--- src/rtl/rv32i_imem_loader_pkg.sv ---
// Shared definitions for the instruction-memory loader: memory geometry
// defaults, loader state encodings and the bytes-per-word constant.
`ifndef INSTR_MEM_DEPTH
`define INSTR_MEM_DEPTH 256
`endif
`ifndef INSTR_MEM_WIDTH
`define INSTR_MEM_WIDTH 8
`endif

package rv32i_imem_loader_pkg;

    localparam int BYTES_PER_WORD = 4;

    typedef enum logic [2:0] {
        LDR_IDLE  = 3'd0,
        LDR_LEN   = 3'd1,
        LDR_DATA  = 3'd2,
        LDR_WRITE = 3'd3,
        LDR_CHK   = 3'd4,
        LDR_DONE  = 3'd5,
        LDR_ERR   = 3'd6
    } ldr_state_e;

    function automatic logic ldr_is_busy(input ldr_state_e s);
        return (s == LDR_LEN) || (s == LDR_DATA) || (s == LDR_WRITE) || (s == LDR_CHK);
    endfunction

    function automatic logic ldr_takes_bytes(input ldr_state_e s);
        return (s == LDR_LEN) || (s == LDR_DATA) || (s == LDR_CHK);
    endfunction

endpackage

--- src/rtl/rv32i_imem_loader_byte_packer.sv ---
// Little-endian byte-to-word packer: 2-bit lane counter plus assembly register;
// word_valid_o fires combinationally with the 4th byte, presenting the full word.
module rv32i_byte_packer (
    input  logic        clk,
    input  logic        rst,
    input  logic        clr_i,
    input  logic        en_i,
    input  logic [7:0]  data_i,
    output logic [31:0] word_o,
    output logic        word_valid_o
);

    logic [1:0]  cnt_q;
    logic [23:0] asm_q;

    // The top byte is never stored: it is forwarded directly with the 4th byte.
    assign word_o       = {data_i, asm_q};
    assign word_valid_o = en_i && (cnt_q == 2'd3);

    always_ff @(posedge clk) begin
        if (rst || clr_i) begin
            cnt_q <= 2'd0;
            asm_q <= 24'd0;
        end else if (en_i) begin
            cnt_q <= cnt_q + 2'd1;
            case (cnt_q)
                2'd0:    asm_q[7:0]   <= data_i;
                2'd1:    asm_q[15:8]  <= data_i;
                2'd2:    asm_q[23:16] <= data_i;
                default: asm_q        <= asm_q;
            endcase
        end
    end

endmodule

--- src/rtl/rv32i_imem_loader.sv ---
// Streams a length-prefixed little-endian image into instruction memory and
// holds the core in reset until done. RV32I_IMEM_LOADER_CHECKSUM_EN adds a sum trailer.
`ifndef INSTR_MEM_DEPTH
`define INSTR_MEM_DEPTH 256
`endif
`ifndef INSTR_MEM_WIDTH
`define INSTR_MEM_WIDTH 8
`endif

module rv32i_imem_loader
    import rv32i_imem_loader_pkg::*;
#(
    parameter int DEPTH = `INSTR_MEM_DEPTH,
    parameter int AW    = `INSTR_MEM_WIDTH
) (
    input  logic          clk,
    input  logic          rst,
    input  logic          start,
    input  logic          in_valid,
    input  logic [7:0]    in_data,
    output logic          in_ready,
    output logic          mem_we,
    output logic [31:0]   mem_addr,
    output logic [31:0]   mem_wdata,
    output logic          busy,
    output logic          done,
    output logic          err,
    output logic          cpu_hold,
    output logic [AW:0]   words_loaded
);

    ldr_state_e    state_q, state_d;
    logic [31:0]   n_q;
    logic [AW-1:0] idx_q;
    logic [AW:0]   words_q;
    logic          in_ready_q, mem_we_q, busy_q, done_q, err_q, hold_q;
    logic [31:0]   mem_addr_q, mem_wdata_q;
`ifdef RV32I_IMEM_LOADER_CHECKSUM_EN
    logic [31:0]   sum_q;
`endif

    logic        xfer, start_ok, last_word, pk_valid;
    logic [31:0] pk_word, word_addr;

    assign xfer      = in_valid && in_ready_q;
    assign start_ok  = start && ((state_q == LDR_IDLE) || (state_q == LDR_DONE) || (state_q == LDR_ERR));
    assign last_word = ((32'(idx_q) + 32'd1) == n_q);
    assign word_addr = 32'({idx_q, 2'b00});

    rv32i_byte_packer u_packer (
        .clk          (clk),
        .rst          (rst),
        .clr_i        (start_ok),
        .en_i         (xfer),
        .data_i       (in_data),
        .word_o       (pk_word),
        .word_valid_o (pk_valid)
    );

    always_comb begin
        state_d = state_q;
        case (state_q)
            LDR_IDLE, LDR_DONE, LDR_ERR: if (start) state_d = LDR_LEN;
            LDR_LEN: begin
                if (pk_valid) begin
                    if (pk_word == 32'd0)              state_d = LDR_DONE;
                    else if (pk_word > 32'(DEPTH))     state_d = LDR_ERR;
                    else                               state_d = LDR_DATA;
                end
            end
            LDR_DATA: if (pk_valid) state_d = LDR_WRITE;
            LDR_WRITE: begin
`ifdef RV32I_IMEM_LOADER_CHECKSUM_EN
                state_d = last_word ? LDR_CHK : LDR_DATA;
`else
                state_d = last_word ? LDR_DONE : LDR_DATA;
`endif
            end
            LDR_CHK: begin
`ifdef RV32I_IMEM_LOADER_CHECKSUM_EN
                if (pk_valid) state_d = (pk_word == sum_q) ? LDR_DONE : LDR_ERR;
`else
                state_d = LDR_IDLE;
`endif
            end
            default: state_d = LDR_IDLE;
        endcase
    end

    // Every output flag is registered from the next state so it lines up with it.
    always_ff @(posedge clk) begin
        if (rst) begin
            state_q     <= LDR_IDLE;
            n_q         <= 32'd0;
            idx_q       <= '0;
            words_q     <= '0;
            in_ready_q  <= 1'b0;
            mem_we_q    <= 1'b0;
            mem_addr_q  <= 32'd0;
            mem_wdata_q <= 32'd0;
            busy_q      <= 1'b0;
            done_q      <= 1'b0;
            err_q       <= 1'b0;
            hold_q      <= 1'b1;
`ifdef RV32I_IMEM_LOADER_CHECKSUM_EN
            sum_q       <= 32'd0;
`endif
        end else begin
            state_q    <= state_d;
            in_ready_q <= ldr_takes_bytes(state_d);
            mem_we_q   <= (state_d == LDR_WRITE);
            busy_q     <= ldr_is_busy(state_d);
            done_q     <= (state_d == LDR_DONE);
            err_q      <= (state_d == LDR_ERR);
            hold_q     <= (state_d != LDR_DONE);
            if (start_ok) begin
                idx_q   <= '0;
                words_q <= '0;
`ifdef RV32I_IMEM_LOADER_CHECKSUM_EN
                sum_q   <= 32'd0;
`endif
            end
            if ((state_q == LDR_LEN) && pk_valid) n_q <= pk_word;
            if ((state_q == LDR_DATA) && pk_valid) begin
                mem_wdata_q <= pk_word;
                mem_addr_q  <= word_addr;
            end
            if (state_q == LDR_WRITE) begin
                idx_q   <= idx_q + 1'b1;
                words_q <= words_q + 1'b1;
`ifdef RV32I_IMEM_LOADER_CHECKSUM_EN
                sum_q   <= sum_q + mem_wdata_q;
`endif
            end
        end
    end

    assign in_ready     = in_ready_q;
    assign mem_we       = mem_we_q;
    assign mem_addr     = mem_addr_q;
    assign mem_wdata    = mem_wdata_q;
    assign busy         = busy_q;
    assign done         = done_q;
    assign err          = err_q;
    assign cpu_hold     = hold_q;
    assign words_loaded = words_q;

endmodule

--- config.mk ---
export PLATFORM = sky130hd
export DESIGN_NAME = rv32i_imem_loader
export DESIGN_NICKNAME = d
export VERILOG_FILES = /design/src/rtl/rv32i_imem_loader_pkg.sv /design/src/rtl/rv32i_imem_loader_byte_packer.sv /design/src/rtl/rv32i_imem_loader.sv
export SDC_FILE = /design/constraint.sdc
export NUM_CORES = 1
export LEC_CHECK = 0
export CORE_ASPECT_RATIO = 0.8
export CORE_MARGIN = 10
export CORE_UTILIZATION = 45
export DETAILED_ROUTE_END_ITERATION = 8
export PLACE_DENSITY = 0.72
export SLEW_MARGIN = 20
export SYNTH_ARGS = -nofsm -noshare
export SYNTH_HDL_FRONTEND = slang
export SYNTH_SLANG_ARGS = --single-unit
--- constraint.sdc ---
create_clock -name clk -period 1.95 [get_ports clk]
set_input_delay 0.39 -clock clk [delete_from_list [all_inputs] [get_ports clk]]
set_output_delay 0.39 -clock clk [all_outputs]
set_load 0.1 [all_outputs]
==> load_flow_metrics.sql <==
INSERT INTO impl_metrics (metric_group, metric, value, unit) VALUES
('power', 'power.share.clock', '0.479', ''),
('sta', 'setup-violations-final', '1', ''),
('routing', 'wire_per_inst', '15.7', 'um'),
('synthesis', 'synthDominantAreaCellType', 'dfxtp_1', ''),
('hold_path', 'min-delay-path-class', 'primary input to flip-flop', ''),
('cells_and_area', 'multi_input_combinational_cell_area', '2620', 'um2'),
('synthesis', 'ys.warnings.count', '0', ''),
('sta', 'finClkSkew', '0.00514', 'ns'),
('routing', 'wl_met1', '6720', 'um'),
('setup_path', 'timing.reg2reg.worst_path_depth', '7', ''),
('hold_path', 'min_delay_path_depth', '3', ''),
('synthesis', 'arithmetic_cell_share_of_the_synthesized_area_counting_full_adders_half_adders_and_majority_gates', '0.0142', ''),
('synthesis', 'netlist_top_cells_count', 'nand2_1 (191), dfxtp_1 (124), a21oi_1 (110), clkbuf_1 (32), nand3_1 (31)', ''),
('synthesis', 'synth.cell_area', '5280', 'um2'),
('setup_path', 'timing.critical_path.max_delay_family', 'simple AND/OR/NAND/NOR gates', ''),
('sta', 'setup_ws', '-0.00162', 'ns'),
('sta', 'grt_setup_unrepaired', 'yes', ''),
('placed_design', 'gp_congestion', '0.926', ''),
('power', 'power_frac_seq', '0.441', ''),
('clock_network', 'ctsRootBufferMaster', 'clkbuf_16', ''),
('synthesis', 'post_synth_main_area_contributors', 'dfxtp_1 (47%), nand2_1 (14%), a21oi_1 (10%)', ''),
('cells_and_area', 'register_area', '2500', 'um2'),
('cells_and_area', 'area_growth_syn_to_layout', '33.3', '%'),
('sta', 'timing.final.hold_violations', '0', ''),
('grt', 'gr-total-overflow', '0', ''),
('setup_path', 'worst-path-buf-inv', '0', ''),
('clock_network', 'cts_htree_levels', '4', ''),
('cells_and_area', 'final_nets', '808', ''),
('cells_and_area', 'layout-drive-gt1-share', '0.238', ''),
('power', 'static-leakage-power', '2.66', 'nW'),
('routing', 'first_pass_iters', '5', ''),
('routing', 'finalWirelength', '14900', 'um'),
('setup_path', 'crit_chain', 'ha_4, nand3_2, or3_1, a211o_1, nand3_2, nand4_4, a211o_1', ''),
('synthesis', 'yosys.area_share.simple', '0.260', ''),
('routing', 'detailroute.via_count', '5073', ''),
('clock_network', 'clk_transition_reported_paths', '0.05', 'ns'),
('setup_path', 'critical_path_required', '2.25', 'ns'),
('die', 'floorplan.initialDensity', '0.459', ''),
('sta', 'period_minus_slack', '1.95', 'ns'),
('placed_design', 'hpwlAfterDp', '10800', 'um'),
('run_status', 'run_status', 'finished, violations left', ''),
('synthesis', 'synth.most_common_cell', 'nand2_1', ''),
('power', 'power.share.switching', '0.249', ''),
('clock_network', 'max-clock-path-buffers', '2', ''),
('die', 'die_width', '141', 'um'),
('power', 'pwr-share-comb', '0.080', ''),
('placed_design', 'placedCellCount', '917', ''),
('run_status', 'violated_checks', 'negative setup slack', ''),
('cells_and_area', 'antenna-diode-count', '0', ''),
('sta', 'fin_crit_sh', '1.00', ''),
('routing', 'dr.max_layer_used', 'met4', ''),
('synthesis', 'yosysTopAreaCellShare', '0.470', ''),
('routing', 'remaining_drc_errors', '0', ''),
('cells_and_area', 'final_cell_area', '7040', 'um2'),
('grt', 'first_global_vias', '4895', ''),
('synthesis', 'synth_compound_gate_area_share', '0.154', ''),
('synthesis', 'synth_xor_xnor_area_share', '0.0199', ''),
('synthesis', 'postSynth.topFlopCell', 'dfxtp_1', ''),
('routing', 'final_antenna_net_count', '0', ''),
('setup_path', 'slowest_delay', '0.37', 'ns'),
('grt', 'first_pass_grt_wire_length', '24000', 'um'),
('cells_and_area', 'fin_util', '0.612', ''),
('synthesis', 'largest_family_of_logic_cells_by_synthesized_area', 'simple AND/OR/NAND/NOR gates', ''),
('cells_and_area', 'number_of_fillers_in_the_final_layout', '1015', ''),
('placed_design', 'io_buffers', '66', ''),
('power', 'power_switching', '1.44', 'mW'),
('clock_network', 'clk_latency', '0.41', 'ns'),
('sta', 'whs', '0.442', 'ns'),
('sta', 'max_freq', '0.512', 'GHz'),
('setup_path', 'critPathSlowestCell', 'dfxtp_2', ''),
('synthesis', 'ys_seq_elements', '124', '');
## worst paths after layout
kind | startpoint | to | slack, ns
max | idx_q[0] | cpu_hold | -0.002
max reg2reg | idx_q[0] | cpu_hold | -0.002
min | rst | busy | 0.44
min reg2reg | mem_addr[2] | mem_addr[2] | 0.45
## tightest hold or removal path: stages
cell	delay (ns)
buf_2	0.15
a311oi_1	0.09
and3_1	0.18
## metal layers
| layer | vias up | GRT usage |
|---|---|---|
| li1 | 2473 | - |
| met1 | 2381 | 0.227 |
| met2 | 198 | 0.279 |
| met3 | 21 | 0.0589 |
| met4 | 0 | 0.0666 |
| met5 | - | 0 |
## flip-flops by register name, indices dropped and copies added (netlist names), 2 cells and up
| register | flops |
|---|---|
| idx_q | 8 |
| mem_wdata | 32 |
| words_loaded | 9 |
| u_packer.asm_q | 24 |
| u_packer.cnt_q | 2 |
| state_q | 3 |
| n_q | 32 |
| mem_addr | 8 |
## power groups by stage
| stage | sequential [mW] | clock (mW) | combinational (mW) |
|---|---|---|---|
| global route | 2.55 | 2.93 | 0.485 |
| CTS | 2.55 | 2.81 | 0.457 |
| global placement | 2.61 | 0 | 0.446 |
| detailed placement | 2.61 | 0 | 0.451 |
| finish | 2.55 | 2.77 | 0.464 |
| floorplan | 2.63 | 0 | 0.347 |
## layout by cell type, fill, tap and decap left out, drive strengths merged, types with 2 or more instances in the layout
| master | synthesis | layout |
|---|---|---|
| nand2b | 4 | 4 |
| nor2 | 28 | 28 |
| nand3 | 33 | 33 |
| a211oi | 3 | 3 |
| o21ai | 14 | 14 |
| clkdlybuf4s50 | 0 | 10 |
| nand3b | 3 | 3 |
| a211o | 2 | 2 |
| dfxtp | 124 | 124 |
| nand4 | 6 | 6 |
| a21o | 2 | 2 |
| nor4 | 14 | 14 |
| inv | 8 | 8 |
| nor3b | 2 | 2 |
| clkbuf | 32 | 24 |
| nor3 | 9 | 9 |
| a311oi | 6 | 6 |
| or3 | 3 | 3 |
| and2 | 4 | 4 |
| and3 | 5 | 5 |
| ha | 6 | 6 |
| conb | 1 | 24 |
| xor2 | 2 | 2 |
| clkinv | 0 | 6 |
| a22oi | 3 | 3 |
| buf | 39 | 129 |
| nand2 | 191 | 191 |
| a21oi | 110 | 110 |
| a31oi | 3 | 3 |
| and4 | 3 | 3 |
| xnor2 | 10 | 10 |
## metrics by stage
step	setup WS (ns)	setup TNS, ns
CTS	0.00345	0
global placement	-0.623	-6.02
floorplan	-0.00835	-0.00835
finish	-0.00162	-0.00162
detailed placement	-0.606	-9.67
global route	-0.107	-0.221
## final cells by class
class	instances	area share
clock buffers	24	0.0684
clock inverters	7	0.00586
inverters	8	0.00426
multi-input cells	500	0.372
flip-flops and latches	124	0.355
well taps	148	0.0263
repair buffers	139	0.169
## cell families (layout without fill, tap and decap cells)
family | count (synthesis) | after routing
XOR/XNOR | 12 | 12
adder cells (fa/ha/maj) | 6 | 6
other | 1 | 24
buffers and inverters | 79 | 178
AND/OR/NAND/NOR | 308 | 308
AO/OA/AOI/OAI | 148 | 148
multiplexers | 2 | 2
flip-flops | 124 | 124
## timing repair
action	in CTS	in global routing
pin swaps	8	3
hold buffers	0	0
setup buffers	2	0
gates resized for setup	13	11
endpoints found under the setup margin	8	7
No activity file was read; power rests on OpenSTA's default activity.
